`src/rtl/pipe_pkg.sv`:
```
// Shared pipeline definitions: opcodes, fetch-queue FSM states and queue entry layout.
package pipe_pkg;

    localparam logic [5:0] OP_HLT   = 6'b111111;
    localparam logic [5:0] OP_BEQZ  = 6'b000100;
    localparam logic [5:0] OP_BNEQZ = 6'b000101;

    typedef enum logic [1:0] {
        IDLE,
        BUSY,
        DISCARD,
        STOP
    } fq_state_t;

    typedef struct packed {
        logic [31:0] instr;
        logic [31:0] npc;
    } fq_entry_t;

    function automatic logic is_hlt(input logic [31:0] instr);
        return instr[31:26] == OP_HLT;
    endfunction

endpackage

```
`src/rtl/fq_fifo.sv`:
```
// Circular instruction queue with flush; pointers wrap modulo DEPTH.
module fq_fifo
    import pipe_pkg::*;
#(
    parameter int DEPTH = 4
) (
    input  logic                     clk1,
    input  logic                     rst_n,
    input  logic                     push,
    input  fq_entry_t                push_data,
    input  logic                     pop,
    input  logic                     flush,
    output fq_entry_t                head,
    output logic                     full,
    output logic                     empty,
    output logic [$clog2(DEPTH):0]   count
);

    localparam int AW = $clog2(DEPTH);
    localparam logic [AW:0] FULL_COUNT = (AW + 1)'(DEPTH);

    fq_entry_t       storage [DEPTH];
    logic [AW-1:0]   wr_ptr;
    logic [AW-1:0]   rd_ptr;
    logic            do_push;
    logic            do_pop;

    assign full    = (count == FULL_COUNT);
    assign empty   = (count == '0);
    assign do_pop  = pop && !empty && !flush;
    assign do_push = push && !flush && (!full || do_pop);
    assign head    = storage[rd_ptr];

    // Flush wins over any same-cycle push or pop.
    always_ff @(posedge clk1 or negedge rst_n) begin
        if (!rst_n) begin
            wr_ptr <= '0;
            rd_ptr <= '0;
            count  <= '0;
        end else if (flush) begin
            wr_ptr <= '0;
            rd_ptr <= '0;
            count  <= '0;
        end else begin
            if (do_push) wr_ptr <= wr_ptr + 1'b1;
            if (do_pop)  rd_ptr <= rd_ptr + 1'b1;
            case ({do_push, do_pop})
                2'b10:   count <= count + 1'b1;
                2'b01:   count <= count - 1'b1;
                default: count <= count;
            endcase
        end
    end

    always_ff @(posedge clk1) begin
        if (do_push) storage[wr_ptr] <= push_data;
    end

endmodule

```
`src/rtl/fetch_queue.sv`:
```
// Instruction fetch unit: one outstanding memory read, branch redirect/discard and HLT stop.
module fetch_queue
    import pipe_pkg::*;
#(
    parameter int          DEPTH    = 4,
    parameter logic [31:0] RESET_PC = 32'h0
) (
    input  logic        clk1,
    input  logic        rst_n,
    output logic        imem_req,
    output logic [31:0] imem_addr,
    input  logic        imem_ack,
    input  logic [31:0] imem_rdata,
    input  logic        redirect_valid,
    input  logic [31:0] redirect_pc,
    output logic        ir_valid,
    output logic [31:0] ir,
    output logic [31:0] npc,
    input  logic        ir_ready,
    output logic        halted
);

    localparam int CW = $clog2(DEPTH) + 1;
    localparam logic [CW-1:0] DEPTH_C = CW'(DEPTH);

    fq_state_t       state;
    fq_state_t       next_state;
    logic [31:0]     pc;
    logic [31:0]     ir_hold;
    logic [31:0]     npc_hold;
    logic            redirect_eff;
    logic            push;
    logic            pop;
    logic            issue;
    logic            fifo_full;
    logic            fifo_empty;
    logic [CW-1:0]   fifo_count;
    fq_entry_t       head;
    fq_entry_t       push_data;

    assign redirect_eff = redirect_valid && !halted;
    assign pop          = !fifo_empty && ir_ready && !redirect_eff;
    assign push         = (state == BUSY) && imem_ack && !redirect_eff && (!fifo_full || pop);
    assign push_data    = '{instr: imem_rdata, npc: pc + 32'd1};

    assign imem_req = (state == BUSY) || (state == DISCARD);
    assign ir_valid = !fifo_empty;
    assign ir       = fifo_empty ? ir_hold  : head.instr;
    assign npc      = fifo_empty ? npc_hold : head.npc;

    fq_fifo #(.DEPTH(DEPTH)) u_fifo (
        .clk1      (clk1),
        .rst_n     (rst_n),
        .push      (push),
        .push_data (push_data),
        .pop       (pop),
        .flush     (redirect_eff),
        .head      (head),
        .full      (fifo_full),
        .empty     (fifo_empty),
        .count     (fifo_count)
    );

    // A request is only issued while a free entry exists, so its response always fits.
    always_comb begin
        next_state = state;
        issue      = 1'b0;
        unique case (state)
            IDLE: begin
                if (!redirect_eff && !halted && (fifo_count < DEPTH_C)) begin
                    next_state = BUSY;
                    issue      = 1'b1;
                end
            end
            BUSY: begin
                if (imem_ack) begin
                    next_state = (!redirect_eff && is_hlt(imem_rdata)) ? STOP : IDLE;
                end else if (redirect_eff) begin
                    next_state = DISCARD;
                end
            end
            DISCARD: begin
                if (imem_ack) next_state = IDLE;
            end
            STOP: begin
                if (redirect_eff) next_state = IDLE;
            end
            default: next_state = IDLE;
        endcase
    end

    always_ff @(posedge clk1 or negedge rst_n) begin
        if (!rst_n) begin
            state     <= IDLE;
            pc        <= RESET_PC;
            imem_addr <= RESET_PC;
            halted    <= 1'b0;
            ir_hold   <= 32'h0;
            npc_hold  <= 32'h0;
        end else begin
            state <= next_state;
            if (redirect_eff) begin
                pc <= redirect_pc;
            end else if (push) begin
                pc <= pc + 32'd1;
            end
            if (issue) imem_addr <= pc;
            if (pop && is_hlt(head.instr)) halted <= 1'b1;
            ir_hold  <= ir;
            npc_hold <= npc;
        end
    end

endmodule

```
`config.mk`:
```
export PLATFORM = sky130hd
export DESIGN_NAME = fetch_queue
export DESIGN_NICKNAME = d
export VERILOG_FILES = /design/src/rtl/pipe_pkg.sv /design/src/rtl/fq_fifo.sv /design/src/rtl/fetch_queue.sv
export SDC_FILE = /design/constraint.sdc
export NUM_CORES = 1
export LEC_CHECK = 0
export CAP_MARGIN = 20
export CORE_UTILIZATION = 30
export DETAILED_ROUTE_END_ITERATION = 6
export GPL_TIMING_DRIVEN = 0
export HOLD_SLACK_MARGIN = 0.12
export SLEW_MARGIN = 20
export SYNTH_ARGS = -nofsm -noshare
export SYNTH_HDL_FRONTEND = slang
export SYNTH_SLANG_ARGS = --single-unit
```
`constraint.sdc`:
```
create_clock -name clk1 -period 4.31 [get_ports clk1]
set_input_delay 1.293 -clock clk1 [delete_from_list [all_inputs] [get_ports clk1]]
set_output_delay 1.293 -clock clk1 [all_outputs]
set_load 0.01 [all_outputs]
```
* Word level (Yosys, flattened, before mapping)
Memories as Yosys holds them, arrays and structs flattened. Index checks and enable logic that the tools add are counted.
Cells by class: $add $sub $neg 5, $mul 0, div/mod/pow operators 0, order comparisons 1, equality and inequality tests 12, shifts and indexed selects 0, mux-type cells 21, bitwise operators 0, reduce and logical (&&, ||, !) cells 28
Operator list (count):
- 32-bit 2-to-1 mux | 4
- 32-bit by 1-bit adder with 32-bit output (second input constant) | 1
- 2-bit 2-to-1 mux | 10
- 1-bit logical AND | 14
- 6-bit == test (second input constant) | 2
- 2-bit one-hot mux with 4 select lines | 1
- 2-bit == test (second input constant) | 3
- 3-bit one-hot mux with 2 select lines | 1
- 2-bit nonzero test | 3
- 2-bit by 1-bit adder with 2-bit output (second input constant) | 2
- 2-bit by 1-bit == test with 1-bit output (second input constant) | 2
- 1-bit logical NOT | 4
- 1-bit 2-to-1 mux | 4
- 2-bit inequality test (second input constant) | 2
- 4-bit AND reduction | 1
- 3-bit by 1-bit adder with 3-bit output (second input constant) | 1
- 3-bit == test (second input constant) | 1
- 3-bit logical NOT | 1
- 1-bit logical OR | 3
- 3-bit < comparator (second input constant) | 1
- 3-bit 2-to-1 mux | 1
- 3-bit by 2-bit inequality test with 1-bit output (second input constant) | 1
- 3-bit nonzero test | 1
- 3-bit by 1-bit subtractor with 3-bit output (second input constant) | 1
- other kinds (2) | 2
Storage, ports and cells: register bits 138, latch bits 0, memory bits (writable) 256, ROM bits 0, input bits 69, output and inout port bits 99, logic and storage cells 77, memories 1
Memory list:
- u_fifo.storage | depth 4, bits a word 64, read ports 1, clocked after memory_dff 0, write ports 1, line fq_fifo.sv:22 | fq_entry_t storage [DEPTH];

* Longest topological paths before layout
word-level depth 11, depth in mapped cells 9, depth with buffers taken out 9

* By module
A second synthesis with hierarchy kept.
Unflattened totals: cell total of the unflattened synthesis 951, area, all modules 16213.0 µm²
Modules (own cells, without submodules):
- fq_fifo | instances 1, cells an instance 397, area each 9783.1 µm²
- fetch_queue | instances 1, cells an instance 554, area each 6429.9 µm²

* Least setup slack after synthesis
OpenSTA, ideal clock, no wires.
path kind in2reg, start input imem_ack, end memory u_fifo.storage[0][0] in the netlist's numbering (enable), setup time 0.429 ns, data arrival time 3.506 ns, data required time 3.881 ns, setup slack 0.374 ns, cell stages on the path 4, cells stage by stage nand2_1 > nor2_1 > clkbuf_1 > and3_1
Between the ends: longest elaborated chain between the ends 7
Ends and longest elaborated chain:
- start: declaration | line fetch_queue.sv:12 | input logic imem_ack,
- 1-bit logical AND (3 in series) | line fetch_queue.sv:43 | assign push = (state == BUSY) && imem_ack && !redirect_eff && (!fifo_full || pop);
- 1-bit logical AND (2 in series) | line fq_fifo.sv:31 | assign do_push = push && !flush && (!full || do_pop);
- 1-bit 2-to-1 mux | line fq_fifo.sv:56 | if (do_push) storage[wr_ptr] <= push_data;
- 1-bit 2-to-1 mux (implied by the code) | line fq_fifo.sv:56
- end: declaration | line fq_fifo.sv:22
No other way between the ends.

* Worst setup path in the final report
start register u_fifo.count[2], end output ir[26]
Between the ends: longest elaborated chain between the ends 2
Ends and longest elaborated chain:
- start: declaration | line fq_fifo.sv:16 | output logic [$clog2(DEPTH):0] count
- start signal: assignment | line fq_fifo.sv:48 | 2'b10: count <= count + 1'b1;
- start signal: assignment | line fq_fifo.sv:49 | 2'b01: count <= count - 1'b1;
- start signal: assignment | line fq_fifo.sv:50 | default: count <= count;
- 3-bit logical NOT | line fq_fifo.sv:29 | assign empty = (count == '0);
- 32-bit 2-to-1 mux | line fetch_queue.sv:48 | assign ir = fifo_empty ? ir_hold : head.instr;
- end: declaration | line fetch_queue.sv:17 | output logic [31:0] ir,
No other way between the ends.

==> impl_metrics.json <==
{
  "clk_path_buf_depth": 3,
  "crit_path_start_kind": "flip-flop",
  "cts_root_buffer": "clkbuf_16",
  "synth_simple_gate_area_share_pct": 6.06,
  "hold_class": "reg2reg",
  "drive_gt1_share_pct": 25.4,
  "vias_per_cell": 4.72,
  "finalSetupTns_ns": 0,
  "fillers": 4760,
  "first_pass_iters": 5,
  "clk_latency_ns": 0.57,
  "diodes": 0,
  "ant_nets": 0,
  "clock_sinks": 394,
  "crit_path_end_kind": "primary output",
  "p_clk_share_pct": 26.0,
  "fin_crit_ns": 4.17,
  "critical_path_peak_fanout": 10,
  "slew_viol_final": 0,
  "p_int_mw": 9.93,
  "vias": 8673,
  "antenna_found_initial": 0,
  "synth_fa_ha_area_share_pct": 0.836,
  "synth_edf_count": 256,
  "synth.ff_latch_count": 394,
  "synthMuxAreaShare_pct": 16.2,
  "leakage_nw": 6.97,
  "nets": 1200,
  "final_util_pct": 38.8,
  "p_comb_share_pct": 37.6,
  "synth-xor-area-share_pct": 3.59,
  "power_frac_seq_pct": 36.4,
  "synth_top_area_share_pct": 48.5,
  "die_h_um": 232,
  "initial_core_util_pct": 30.7,
  "syn2layout_area_growth_pct": 26.6,
  "die_area_um2": 53800,
  "p_sw_mw": 4.44,
  "ys.flop_type": "edfxtp_1",
  "ys_seq_area_share_pct": 70.3,
  "netlist_area_um2": 15900,
  "synth_top_family_by_area": "multiplexers",
  "ir_worst_vdd_mv": 0.316,
  "core_um2": 51700,
  "avgRoutedWirePerCell_um": 21.3,
  "grt_remaining_overflow": 0,
  "cp.arrival_ns": 2.88,
  "synth_cell_types": 51,
  "max_cap_violations": 0,
  "worst_slew_pin_slew_ns": 0.878,
  "grt_pass1_wl_mm": 59.2,
  "cts_tree": "done",
  "die_w_um": 232,
  "instances_no_fill": 1836,
  "path_class": "reg2out",
  "synthCells": 899,
  "maxClockFrequency_ghz": 0.240,
  "hpwlAfterDp_mm": 26.1,
  "hold_viol_final": 0,
  "cts_buffers": 44,
  "cp.required_ns": 3.02,
  "power.density_nw_per_um2": 716,
  "drc": 0,
  "rsz0062_at_grt": "false",
  "h-tree-depth": 2,
  "synth_top_area_cell": "edfxtp_1",
  "fin_worst_skew_ns": 0.0190,
  "relSlewSlack_pct": 41.2,
  "dp.cells": 1755,
  "synth_compound_area_share_pct": 1.50,
  "gp_congestion": 0.754,
  "grt_max_degree": 89,
  "io_buffers": 167,
  "layout_worst_path_cycle_share_pct": 96.8,
  "ctsResizeCount": 20,
  "clk_pin_slew_ns": 0.06,
  "io_pins": 168,
  "drt_wl_total_mm": 39.2,
  "post_cts_buffers": 0,
  "floorplan.rows": 83,
  "syn_nets": 978,
  "setup_viol": 0,
  "swShare_pct": 30.9,
  "async_reset_ff_share_pct": 35.0,
  "ys_warn_count": 0,
  "status": "finished clean",
  "hold_buffers": 0,
  "avgSynthCellArea_um2": 17.6,
  "drtIter0Drc": 551,
  "grt_pass1_vias": 9136,
  "grt_usage_pct": 14.9,
  "synth.area.top_cells": "edfxtp_1 48%, dfrtp_1 22%, mux4_2 9.1%"
}
[worst paths after layout]
check / from / endpoint / slack (ns) / cells past startpoint
setup / recovery: u_fifo.count[2] / ir[26] / 0.14 / 5
hold / removal: npc_hold[18] / npc_hold[18] / 0.49 / 1
setup reg to reg: state[1] / u_fifo.storage[3][40] / 1.05 / 7
hold reg to reg: npc_hold[18] / npc_hold[18] / 0.49 / 1
max in group asynchronous: rst_n / pc[19] / 2.77 / 2
min in group asynchronous: rst_n / ir_hold[19] / 0.65 / 1
[Yosys cell counts (4+ instances only)]
| master | count |
|---|---|
| a21oi_1 | 5 |
| and3_1 | 9 |
| and4_1 | 4 |
| buf_1 | 5 |
| buf_2 | 21 |
| clkbuf_1 | 21 |
| dfrtp_1 | 138 |
| edfxtp_1 | 256 |
| ha_1 | 9 |
| inv_1 | 7 |
| mux2_2 | 97 |
| mux4_2 | 64 |
| nand2_1 | 55 |
| nand3_1 | 25 |
| nand4_1 | 18 |
| nor2_1 | 21 |
| nor3_1 | 5 |
| nor4_1 | 5 |
| o21ai_0 | 25 |
| o21ai_1 | 5 |
| xnor2_1 | 36 |
| xor2_1 | 29 |
[cells by family after synthesis]
logic type                 after synthesis
AOI/OAI and AO/OA                       43
adders and majority gates               10
muxes                                  164
xor gates and xnor gates                65
DFF                                    394
and+or+nand+nor                        165
buffers and inverters                   58
[power groups by stage]
| stage | registers [mW] | clock network, mW | logic (mW) |
|---|---|---|---|
| 4_1_cts | 5.24 | 3.85 | 5.53 |
| 2_1_floorplan | 5.28 | 0 | 2.89 |
| 3_5_place_dp | 5.31 | 0 | 5.46 |
| 3_3_place_gp | 5.31 | 0 | 5.37 |
| 5_1_grt | 5.32 | 4.00 | 5.82 |
| 6_report | 5.23 | 3.74 | 5.40 |
[state kept, by name (all words and copies together) (netlist names)]
register / cells
u_fifo.storage: 256
imem_addr: 32
ir_hold: 32
npc_hold: 32
pc: 32
u_fifo.count: 3
state: 2
u_fifo.rd_ptr: 2
u_fifo.wr_ptr: 2
halted: 1
[layout by cell type (no fill, tap or decap), drive strengths merged, types with 2 or more instances in the layout]
| cell | synthesis | routed |
|---|---|---|
| edfxtp | 256 | 256 |
| clkdlybuf4s50 | 0 | 166 |
| dfrtp | 138 | 138 |
| mux2 | 97 | 97 |
| clkbuf | 23 | 79 |
| mux4 | 64 | 64 |
| nand2 | 56 | 56 |
| buf | 27 | 37 |
| xnor2 | 36 | 36 |
| o21ai | 30 | 30 |
| xor2 | 29 | 29 |
| nand3 | 27 | 27 |
| nor2 | 21 | 21 |
| nand4 | 20 | 20 |
| clkinv | 0 | 14 |
| inv | 8 | 11 |
| nor4 | 11 | 11 |
| ha | 9 | 9 |
| and3 | 9 | 9 |
| nor3 | 7 | 7 |
| a21oi | 5 | 5 |
| and4 | 4 | 4 |
| bufinv | 0 | 4 |
| mux2i | 3 | 3 |
| clkinvlp | 0 | 3 |
| a31oi | 2 | 2 |
| nand4b | 2 | 2 |
[cell type report]
class / count / area, um^2 / area share [%]
flip-flops and latches: 394 / 11100 / 55.5
multi-input cells: 447 / 4500 / 22.4
repair buffers: 176 / 1860 / 9.26
clock buffers: 57 / 1190 / 5.94
well taps: 680 / 851 / 4.24
plain buffers: 50 / 260 / 1.30
clock inverters: 24 / 236 / 1.18
inverters: 8 / 30.0 / 0.150
[critical path, cell delays in order, from the launching register on]
cell and delay, ns:
dfrtp_1 0.46, or3_1 0.48, buf_4 0.25, buf_2 0.25, mux2_2 0.28, clkdlybuf4s50_1 0.59
[per-layer routing]
metal  wire length (um)  part of all wire, %  global-route usage [%]  up-vias
li1                   -                    -                       -     3882
met1              18300                   47                    21.0     4518
met2              18100                   46                    23.4      226
met3               2120                  5.4                    2.87       47
met4                653                  1.7                    3.80        0
met5                  0                    0                       0        -
[through the flow]
step	hold slack [ns]	cell area, um^2	power [mW]	setup slack, ns
6_report	0.494	20100	14.4	0.137
5_1_grt	0.511	20100	15.1	0.0244
4_1_cts	0.498	20100	14.6	0.0343
3_5_place_dp	0.485	18600	10.8	-0.0625
3_3_place_gp	0.479	18400	10.7	-4.57
2_1_floorplan	0.513	15900	8.17	0.374
Power figures use the tool's default switching activity.
